`src/rtl/rv_pkg.sv`:
```
// Shared constants for the core's register-file write path: data/address
// widths, register count and the arbiter's grant encodings.
package rv_pkg;

  localparam int XLEN   = 32;
  localparam int AREG_W = 5;
  localparam int NREG   = 32;

  // Grant encodings; last_grant holds one of these.
  localparam logic REQ_ALU = 1'b0;
  localparam logic REQ_LD  = 1'b1;

  // The requester that should win a tie given who won last.
  function automatic logic rr_tie_winner(input logic last_grant);
    return (last_grant == REQ_ALU) ? REQ_LD : REQ_ALU;
  endfunction

endpackage

```
`src/rtl/rf_write_arbiter_scoreboard.sv`:
```
// Per-register busy scoreboard. A bit is set when decode issues a writer to
// that register and cleared on the cycle the write is presented to reg_file.
// A newer issue beats a same-cycle clear; flush beats everything.
// x0 never reads busy.
module rf_scoreboard
  import rv_pkg::*;
(
  input  logic              clk,
  input  logic              rst,
  input  logic              set_en,
  input  logic [AREG_W-1:0] set_rd,
  input  logic              clr_en,
  input  logic [AREG_W-1:0] clr_rd,
  input  logic              flush,
  input  logic [AREG_W-1:0] rs1,
  input  logic [AREG_W-1:0] rs2,
  output logic              rs1_busy,
  output logic              rs2_busy
);

  logic [NREG-1:0] busy_q;
  logic [NREG-1:0] busy_d;

  // x0 is hardwired zero, so it can never have an outstanding write.
  assign busy_d[0] = 1'b0;

  generate
    for (genvar gi = 1; gi < NREG; gi++) begin : g_busy
      logic set_hit;
      logic clr_hit;
      assign set_hit    = set_en && (set_rd == AREG_W'(gi));
      assign clr_hit    = clr_en && (clr_rd == AREG_W'(gi));
      assign busy_d[gi] = flush   ? 1'b0 :
                          set_hit ? 1'b1 :
                          clr_hit ? 1'b0 : busy_q[gi];
    end
  endgenerate

  // Busy vector register.
  always_ff @(posedge clk or posedge rst) begin
    if (rst) begin
      busy_q <= '0;
    end else begin
      busy_q <= busy_d;
    end
  end

  // Read ports see only registered state: no bypass of a same-cycle commit.
  assign rs1_busy = busy_q[rs1];
  assign rs2_busy = busy_q[rs2];

endmodule

```
`src/rtl/rf_write_arbiter.sv`:
```
// Owner of the reg_file write port. Round-robin arbitrates ALU and load
// writebacks, registers the winner onto rf_we/rf_rd/rf_wdata one cycle after
// the handshake, and maintains the RAW busy scoreboard for decode.
module rf_write_arbiter
  import rv_pkg::*;
(
  input  logic              clk,
  input  logic              rst,
  input  logic              alu_valid,
  output logic              alu_ready,
  input  logic [AREG_W-1:0] alu_rd,
  input  logic [XLEN-1:0]   alu_data,
  input  logic              ld_valid,
  output logic              ld_ready,
  input  logic [AREG_W-1:0] ld_rd,
  input  logic [XLEN-1:0]   ld_data,
  input  logic              issue_valid,
  input  logic [AREG_W-1:0] issue_rd,
  input  logic              flush,
  input  logic [AREG_W-1:0] rs1,
  input  logic [AREG_W-1:0] rs2,
  output logic              rs1_busy,
  output logic              rs2_busy,
  output logic              rf_we,
  output logic [AREG_W-1:0] rf_rd,
  output logic [XLEN-1:0]   rf_wdata
);

  logic              last_grant_q, last_grant_d;
  logic              rf_we_q, rf_we_d;
  logic [AREG_W-1:0] rf_rd_q, rf_rd_d;
  logic [XLEN-1:0]   rf_wdata_q, rf_wdata_d;

  logic              grant_alu, grant_ld;
  logic              hs_any;
  logic [AREG_W-1:0] win_rd;
  logic [XLEN-1:0]   win_data;

  // Round-robin grant: a lone requester always wins; on a tie the side that
  // did not win last time is granted. Ready is never raised without valid.
  always_comb begin
    grant_alu = 1'b0;
    grant_ld  = 1'b0;
    if (alu_valid && ld_valid) begin
      grant_alu = (rr_tie_winner(last_grant_q) == REQ_ALU);
      grant_ld  = (rr_tie_winner(last_grant_q) == REQ_LD);
    end else begin
      grant_alu = alu_valid;
      grant_ld  = ld_valid;
    end
  end

  assign alu_ready = grant_alu;
  assign ld_ready  = grant_ld;
  assign hs_any    = grant_alu || grant_ld;
  assign win_rd    = grant_ld ? ld_rd   : alu_rd;
  assign win_data  = grant_ld ? ld_data : alu_data;

  // Next-state for the grant history and the commit register. A write to x0
  // is consumed but never reaches the port; address/data then hold.
  always_comb begin
    last_grant_d = last_grant_q;
    rf_we_d      = 1'b0;
    rf_rd_d      = rf_rd_q;
    rf_wdata_d   = rf_wdata_q;
    if (hs_any) begin
      last_grant_d = grant_ld ? REQ_LD : REQ_ALU;
      if (win_rd != '0) begin
        rf_we_d    = 1'b1;
        rf_rd_d    = win_rd;
        rf_wdata_d = win_data;
      end
    end
  end

  // Grant history and registered write port; reset drops any pending commit.
  always_ff @(posedge clk or posedge rst) begin
    if (rst) begin
      last_grant_q <= REQ_LD;
      rf_we_q      <= 1'b0;
      rf_rd_q      <= '0;
      rf_wdata_q   <= '0;
    end else begin
      last_grant_q <= last_grant_d;
      rf_we_q      <= rf_we_d;
      rf_rd_q      <= rf_rd_d;
      rf_wdata_q   <= rf_wdata_d;
    end
  end

  assign rf_we    = rf_we_q;
  assign rf_rd    = rf_rd_q;
  assign rf_wdata = rf_wdata_q;

  // The scoreboard clears on the presented write, so busy drops at the same
  // edge that reg_file captures the data.
  rf_scoreboard u_scoreboard (
    .clk      (clk),
    .rst      (rst),
    .set_en   (issue_valid),
    .set_rd   (issue_rd),
    .clr_en   (rf_we_q),
    .clr_rd   (rf_rd_q),
    .flush    (flush),
    .rs1      (rs1),
    .rs2      (rs2),
    .rs1_busy (rs1_busy),
    .rs2_busy (rs2_busy)
  );

  // Requesters must hold a pending request unchanged until it is accepted.
  a_alu_hold: assert property (@(posedge clk) disable iff (rst)
    (alu_valid && !alu_ready) |=> (alu_valid && $stable(alu_rd) && $stable(alu_data)));
  a_ld_hold: assert property (@(posedge clk) disable iff (rst)
    (ld_valid && !ld_ready) |=> (ld_valid && $stable(ld_rd) && $stable(ld_data)));
  a_one_grant: assert property (@(posedge clk) disable iff (rst)
    !(alu_ready && ld_ready));

endmodule

```
`config.mk`:
```
export PLATFORM = sky130hd
export DESIGN_NAME = rf_write_arbiter
export DESIGN_NICKNAME = d
export VERILOG_FILES = /design/src/rtl/rv_pkg.sv /design/src/rtl/rf_write_arbiter_scoreboard.sv /design/src/rtl/rf_write_arbiter.sv
export SDC_FILE = /design/constraint.sdc
export NUM_CORES = 1
export LEC_CHECK = 0
export ABC_AREA = 1
export CAP_MARGIN = 40
export CORE_MARGIN = 2
export CORE_UTILIZATION = 50
export DETAILED_ROUTE_END_ITERATION = 7
export DONT_BUFFER_PORTS = 1
export GPL_TIMING_DRIVEN = 0
export PLACE_DENSITY_LB_ADDON = 0.05
export SLEW_MARGIN = 20
export SYNTH_ARGS = -nofsm -noshare
export SYNTH_HDL_FRONTEND = slang
export SYNTH_HIERARCHICAL = 1
export SYNTH_SLANG_ARGS = --single-unit
```
`constraint.sdc`:
```
create_clock -name clk -period 1.5 [get_ports clk]
set_input_delay 0.225 -clock clk [delete_from_list [all_inputs] [get_ports clk]]
set_output_delay 0.225 -clock clk [all_outputs]
set_load 0.03 [all_outputs]
```
=== After elaboration in Yosys (flattened, before gate mapping) ===
Index checks and enable logic that the tools add are counted.
W data, S select, Z words.

* Mux-type cells: 105
* Magnitude comparators: 2
* Reductions and logical operators: 97
* Equality and inequality tests: 62

{| class="wikitable"
|+ Operators by type and width
! cell !! count
|-
| $eq A5 B5 Y1 const B || 32
|-
| $mux W1 || 101
|-
| $reduce_bool A3 Y1 || 31
|-
| $eq A5 B4 Y1 const B || 16
|-
| $logic_and A1 B1 Y1 || 63
|-
| $eq A5 B3 Y1 const B || 8
|-
| $mux W32 || 1
|-
| $eq A5 B2 Y1 const B || 4
|-
| $lt A5 B6 Y1 const B || 2
|-
| $bmux W1 S5 || 2
|-
| $eq A5 B1 Y1 const B || 2
|-
| $mux W5 || 1
|-
| $reduce_bool A5 Y1 || 1
|-
| $reduce_and A2 Y1 || 1
|-
| $logic_or A1 B1 Y1 || 1
|}

* Input bits: 95
* Output and inout port bits: 42
* Register bits: 70

=== Depth between registers and ports, before layout ===
Gate-level depths: netlist of the first run.

* Word-level depth: 6
* Mapped depth: 11

=== Modules after synthesis ===
The synthesis of the first run kept the hierarchy.

{| class="wikitable"
|+ By module, submodules not included
! module !! cells an instance !! seq. area each (um^2) !! area an instance (um^2) !! times used
|-
| rf_scoreboard || 356 || 775.7 || 2224.6 || 1
|-
| rf_write_arbiter || 306 || 977.2 || 2104.5 || 1
|}

=== Worst setup path before layout of the first run ===
Ideal clock, no wire load.

* Path type: register to register
* Start: register last_grant_q
* End: register rf_rd_q[1], in the netlist rf_rd[1]
* Data required time: 1.382 ns
* Path buffers: 2
* Clock period less this slack: 1.598 ns
* Arrival time: 1.480 ns
* Path slack: -0.098 ns
* Cell stages (with the launch flop): 12
* Path through: dfstp_2 > nand2_2 > nand2_2 > buf_6 > nand2_1 > nand2_1 > nand2_1 > nor2_1 > nand2_2 > buf_4 > nand3_1 > nand2_1

* Longest elaborated chain between the ends: 5
* Elaborated cells on any way between the ends: 7
* Classes of those cells: mux: 4; reduce/logical: 3

{| class="wikitable"
|+ Ends and longest elaborated chain
! element !! line !! text
|-
| from (decl) || rf_write_arbiter.sv:29 || <nowiki>logic last_grant_q, last_grant_d;</nowiki>
|-
| from (signal assigned) || rf_write_arbiter.sv:84 || <nowiki>last_grant_q <= last_grant_d;</nowiki>
|-
| $mux W1 || rv_pkg.sv:15 || <nowiki>return (last_grant == REQ_ALU) ? REQ_LD : REQ_ALU;</nowiki>
|-
| $mux W1 || rf_write_arbiter.sv:44 || <nowiki>if (alu_valid && ld_valid) begin</nowiki>
|-
| $mux W5 || rf_write_arbiter.sv:56 || <nowiki>assign win_rd = grant_ld ? ld_rd : alu_rd;</nowiki>
|-
| $reduce_bool A5 Y1 || rf_write_arbiter.sv:68 || <nowiki>if (win_rd != '0) begin</nowiki>
|-
| $reduce_and A2 Y1 (no line) || -- ||
|-
| to (signal assigned) || rf_write_arbiter.sv:86 || <nowiki>rf_rd_q <= rf_rd_d;</nowiki>
|-
| to (decl) || rf_write_arbiter.sv:31 || <nowiki>logic [AREG_W-1:0] rf_rd_q, rf_rd_d;</nowiki>
|}

Parallel ways exist; a longest one is shown, timed or not.
A chain may end at the register's enable or synchronous reset.

=== Final worst setup path of the first run ===
* Start: register last_grant_q
* End: register rf_wdata_q[9], in the netlist rf_wdata[9]

* Longest elaborated chain between the ends: 5
* Elaborated cells on any way between the ends: 8
* Classes of those cells: mux: 5; reduce/logical: 3

{| class="wikitable"
|+ Ends and longest elaborated chain
! element !! line !! text
|-
| $mux W1 || rv_pkg.sv:15 ||
|-
| $mux W1 || rf_write_arbiter.sv:44 ||
|-
| $mux W5 || rf_write_arbiter.sv:56 ||
|-
| $reduce_bool A5 Y1 || rf_write_arbiter.sv:68 ||
|-
| $reduce_and A2 Y1 (no line) || -- ||
|-
| to (signal assigned) || rf_write_arbiter.sv:87 || <nowiki>rf_wdata_q <= rf_wdata_d;</nowiki>
|-
| to (decl) || rf_write_arbiter.sv:32 || <nowiki>logic [XLEN-1:0] rf_wdata_q, rf_wdata_d;</nowiki>
|}

Parallel ways exist; a longest one is shown, timed or not.

==> results.cfg, run 1 <==
[run_status]
status = finished, violations left
violations = negative setup slack

[synth]
synthXorXnorAreaFrac = 0
synth_warnings = 6
synth-simple-area-share = 0.425
synth_cell_type_count = 24
synth_cells = 662
synth_fp_nets = 757
syn_area_um2 = 4330
syn_avg_cell_area_um2 = 6.54
muxShareOfSynthArea = 0
synth_compound_area_frac = 0.0731
ys_ff_latch = 70
seq_area_frac_synth = 0.405
synth_adder_area_share = 0
synth_top_family_by_area = simple AND/OR/NAND/NOR gates

[timing]
finalMaxSlewViolations = 0
final.min_clock_period_ns = 1.73
tns_ns = -7.87
setup_viol = 41
max_slew.worst_pin.slew_ns = 0.654
max_slew_margin = 0.564
clock_skew_ns = 0.00790
fmax_mhz = 579
hold_viol = 0
fin_ws_ns = -0.228
min_period_over_period = 1.15
rsz0062_at_grt = yes

[worst_setup_path]
arrival_ns = 2.01
cp_num_buf_inv = 3
required_ns = 1.78
r2r-start = last_grant_q
startpoint_type = flip-flop
critPathMaxFanout = 7
cp_slowest_cell = dfstp_2
cp_top_family = flip-flops
crit_path_end_kind = flip-flop
cp_num_cells = 11
path_class = reg2reg
r2r_end = rf_wdata[9]
cp_cell_sequence = nand2_4, nand2_4, buf_4, nand2_1, o21ai_2, nand2_4, o21bai_4, buf_8, clkbuf_16, nand2_1, nand2_1
reg2reg_depth = 11
critPathMaxStageDelay_ns = 0.57
r2r_slack_ns = -0.23

[grt]
grt_max_degree = 32
grt_usage = 0.279
grt_overflow = 0
grt_pass1_vias = 4440
grt_antenna_before_repair = 0
grt_pass1_wl_um = 21300

[final_layout]
register_area_um2 = 1760
nets = 810
antenna_cells = 0
multi_input_area_um2 = 2440
mostFrequentLayoutCell = nand2_1
layout_common_cells = nand2_1, nand3_1, dfrtp_1, inv_1, buf_4
design_area_um2 = 5430
fillCellCount = 752
utilization = 0.654
drive_gt1_frac = 0.243
synthToLayoutAreaGrowth_pct = 25.4

[power]
power_density_nw_per_um2 = 1030
p_leak_nw = 2.80
max-vdd-ir-drop_v = 0.000682

[routing]
drtIter0Drc = 249
drt_wl_total_um = 13300
drc = 0
vias_per_cell = 5.48
avgRoutedWirePerCell_um = 16.1
ant_nets = 0
first_pass_iters = 5
vias = 4523

[clocking]
cts_root_buf = clkbuf_8
clkSinkCount = 70
clkTransAtPathRegs_ns = 0.07
cts-buffers-inserted = 9
cts_tree = built
ctsLongestPathBuffers = 2
ctsHtreeMaxLevel = 3
clkLatencyLatePin_ns = 0.34

[worst_hold_path]
hold_class = in2reg
hold_start = issue_rd[4]
hold_depth = 3
min_to = u_scoreboard/busy_q[5]

[floorplanning]
pin_count = 137
start_util = 0.522
die_y_um = 97.1
rows = 33
core_um2 = 8300
die_area_um2 = 9420
die_x_um = 97.1

[placed_design]
dp_hpwl_um = 9390
placed_cell_area_um2 = 4500
dp_slack_ns = -0.303
gp_congestion = 0.964
port_buffers = 0

[job]
cap_violations = 0
[sequential cells by signal, summed over array words and instances, names as in the netlist]
name                 cells
rf_wdata                32
u_scoreboard/busy_q     31
rf_rd                    5
last_grant_q             1
rf_we                    1
[worst max path at each step]
stage | start | endpoint | slack [ns]
after floorplan | last_grant_q | rf_rd[1] | -0.08
after global placement | last_grant_q | rf_wdata[16] | -0.27
after detailed placement | last_grant_q | rf_wdata[23] | -0.30
after CTS | last_grant_q | rf_wdata[6] | -0.20
after global routing | last_grant_q | rf_wdata[24] | -0.31
final | last_grant_q | rf_wdata[9] | -0.23
[final cells by class]
type,count,share of cell area
buffer,31,0.0500
clock inverter,4,0.0129
sequential,70,0.324
tap,105,0.0242
multi-input combinational,511,0.450
inverter,49,0.0364
timing repair buffer,43,0.0756
clock buffer,12,0.0267
[synth_stat cells]
cell        n  area share
buf_12      1      0.0046
o21ai_1     2      0.0023
nand2_1   317        0.27
nand3_1    91        0.11
clkbuf_1    9      0.0078
a21oi_1    31       0.036
inv_2       4      0.0035
or2_1       2      0.0029
o21ai_0    28       0.032
nand3b_1    2      0.0035
inv_1      43       0.037
nor2_1     26       0.023
o21bai_2    1      0.0026
or2_2       1      0.0014
buf_2       8      0.0092
nand2_2     9       0.013
nor2_2      1      0.0014
clkbuf_2    1      0.0012
buf_1       1     0.00087
dfrtp_1    69        0.40
buf_6       9       0.023
dfstp_2     1      0.0061
buf_4       3      0.0052
inv_6       2      0.0040
[worst reg2reg max path: stages (launching register included)]
cell	delay, ns
dfstp_2	0.57
nand2_4	0.06
nand2_4	0.07
buf_4	0.11
nand2_1	0.05
o21ai_2	0.09
nand2_4	0.09
o21bai_4	0.19
buf_8	0.17
clkbuf_16	0.15
nand2_1	0.05
nand2_1	0.06
[per-stage QoR]
step	instances	hold slack (ns)	total power, W
finish	825	0.0875	0.00558
global placement	767	0.291	0.00360
detailed placement	768	0.0982	0.00362
CTS	816	0.0800	0.00545
floorplan	662	0.288	0.00334
global route	825	0.0903	0.00584
[per-layer routing]
layer / global-route usage / vias up / share of wire
li1: - / 2192 / -
met1: 0.325 / 2073 / 0.39
met2: 0.494 / 220 / 0.50
met3: 0.0568 / 38 / 0.077
met4: 0.127 / 0 / 0.034
met5: 0 / - / 0
[power breakdown]
part / total [W] / switching [W] / internal [W]
Combinational: 0.00125 / 0.000766 / 0.000487
Clock: 0.00167 / 0.000696 / 0.000978
Sequential: 0.00265 / 0.000570 / 0.00208
[cell families after synthesis]
family | Yosys count
and+or+nand+nor | 449
DFF | 70
AOI/OAI and AO/OA | 62
buffers and inverters | 81
[timing repair]
action / in CTS / in global routing
hold endpoints to repair: 47 / 0
pin swaps: 24 / 31
hold buffers: 2 / 0
buffers inserted: 27 / 7
endpoints found under the setup margin: 64 / 68
resized for setup: 54 / 61
cloned: 3 / 3
Note: power is estimated with default switching activity, not from simulation.
==> run 2: changes to the inputs <==
--- a/config.mk
+++ b/config.mk
@@ -13,6 +13,7 @@
 export DONT_BUFFER_PORTS = 1
 export GPL_TIMING_DRIVEN = 0
 export PLACE_DENSITY_LB_ADDON = 0.05
+export REMOVE_ABC_BUFFERS = 1
 export SLEW_MARGIN = 20
 export SYNTH_ARGS = -nofsm -noshare
 export SYNTH_HDL_FRONTEND = slang
==> results.cfg, run 2 (synthesis gave the netlist of run 1 again) <==
[run_status]
status = finished, violations left
violations = negative setup slack

[final_layout]
antenna_cells = 0
layout_common_cells = nand2_1, nand3_1, dfrtp_1, inv_1, a21oi_1
synthToLayoutAreaGrowth_pct = 21.4
largest_reg_flops = 32
drive_gt1_frac = 0.201
instances_no_fill = 788
mostFrequentLayoutCell = nand2_1
nets = 773

[timing]
timing.hold.ws_ns = 0.105
max_slew_margin = 0.540
fin_ws_ns = -0.224
rsz0062_at_grt = yes
final.min_clock_period_ns = 1.72
min_period_over_period = 1.15
hold_viol = 0
setup_viol = 42
finalMaxSlewViolations = 0
max_slew.worst_pin.slew_ns = 0.690
fmax_mhz = 580
clock_skew_ns = 0.0103

[floorplanning]
start_util = 0.522
die_area_um2 = 9420
core_um2 = 8300
die_y_um = 97.1
rows = 33
pin_count = 137
die_x_um = 97.1

[worst_setup_path]
arrival_ns = 1.96
critPathMaxFanout = 8
required_ns = 1.74
path_class = reg2reg
r2r_slack_ns = -0.22
cp_slowest_cell = dfstp_2
r2r_end = rf_wdata[2]
crit_path_end_kind = flip-flop
cp_cell_sequence = nand2_8, buf_6, nand3b_1, nand2_2, nand3_2, o21bai_4, buf_6, clkbuf_16, nand2_1, nand2_1
r2r-start = last_grant_q
critPathMaxStageDelay_ns = 0.60
reg2reg_depth = 10
startpoint_type = flip-flop

[routing]
ant_nets = 0
vias_per_cell = 5.62
drt_wl_total_um = 13600
vias = 4431
first_pass_iters = 5
drc = 0
avgRoutedWirePerCell_um = 17.2
drtIter0Drc = 351

[worst_hold_path]
hold_start = ld_data[15]
min_to = rf_wdata[15]
hold_class = in2reg
hold_depth = 4

[power]
p_sw_frac = 0.362
internal_power_w = 0.00361
p_clk_frac = 0.315
power_density_nw_per_um2 = 1080
pwr-share-comb = 0.216
max-vdd-ir-drop_v = 0.000710
p_switching_w = 0.00205
power_frac_seq = 0.469
p_leak_nw = 2.60

[clocking]
clkLatencyLatePin_ns = 0.35
ctsHtreeMaxLevel = 3
ctsLongestPathBuffers = 2
cts_tree = built
cts_root_buf = clkbuf_8
clkSinkCount = 70
cts-buffers-inserted = 9
clkTransAtPathRegs_ns = 0.08

[job]
cap_violations = 0

[grt]
grt_usage = 0.282
grt_antenna_before_repair = 0
grt_pass1_vias = 4330
grt_pass1_wl_um = 21300
grt_max_degree = 32
grt_overflow = 0

[placed_design]
port_buffers = 0
dp_hpwl_um = 8350
gp_congestion = 0.880
dp_cells = 738
-- run 2: cell count changes in the layout (fill, tap and decap cells not counted), sizes merged --
cell	before	now
buf	60	24
clkbuf	24	18
clkinv	2	1
dlygate4sd3	2	1
nand2	326	333
-- run 2: what timing repair did --
item                                    CTS  global route
hold buffers                              2             0
endpoints found under the setup margin   44            70
endpoints found under the hold margin   101             0
setup buffers                            14             7
resized for setup                        53            42
pin swaps                                12            17
gates cloned                              8             4
-- run 2: power by group through the flow --
stage | clock (W) | combinational (W) | sequential, W
final | 0.00178 | 0.00122 | 0.00266
after detailed placement | 0 | 0.000863 | 0.00266
after global routing | 0.00188 | 0.00136 | 0.00268
after global placement | 0 | 0.000802 | 0.00266
after floorplan | 0 | 0.000640 | 0.00260
after CTS | 0.00180 | 0.00107 | 0.00264
-- run 2: cell type report --
| class | instances | area [µm²] |
|---|---|---|
| Tap cell | 105 | 131 |
| Sequential cell | 70 | 1760 |
| Multi-Input combinational cell | 518 | 2540 |
| Clock buffer | 13 | 169 |
| Fill cell | 737 | 3040 |
| Inverter | 49 | 203 |
| Clock inverter | 3 | 65.1 |
| Timing Repair Buffer | 30 | 387 |
-- run 2: routing by layer --
layer	track usage	part of all wire
met4	0.144	0.029
met5	0	0
met3	0.0655	0.077
met2	0.478	0.50
met1	0.337	0.39
-- run 2: worst max path at each step --
stage,startpoint,to,slack (ns),depth (start not counted)
CTS,last_grant_q,ld_ready,-0.23,4
detailed placement,last_grant_q,rf_wdata[30],-1.10,8
floorplan,last_grant_q,rf_rd[0],-0.79,8
finish,last_grant_q,rf_wdata[2],-0.22,10
global placement,last_grant_q,rf_wdata[10],-1.44,8
global route,last_grant_q,rf_wdata[7],-0.28,10
-- run 2: stage by stage --
stage               power [W]  setup TNS (ns)  cell area (µm²)   util  setup WS [ns]
finish                0.00566           -7.46             5260  0.633         -0.224
CTS                   0.00551           -7.03             4980  0.600         -0.226
floorplan             0.00324          -30.44             4100      -         -0.789
global route          0.00592          -10.23             5260  0.633         -0.279
global placement      0.00347          -56.99             4230  0.510          -1.44
detailed placement    0.00353          -42.04             4310  0.519          -1.10
-- run 2: worst max-delay path: cells and delay by family, from the launching register on --
family                 cells  cell delay (ns)
buffers and inverters      3             0.44
flip-flops                 1             0.60
AND/OR/NAND/NOR            6             0.50
AO/OA/AOI/OAI              1             0.07
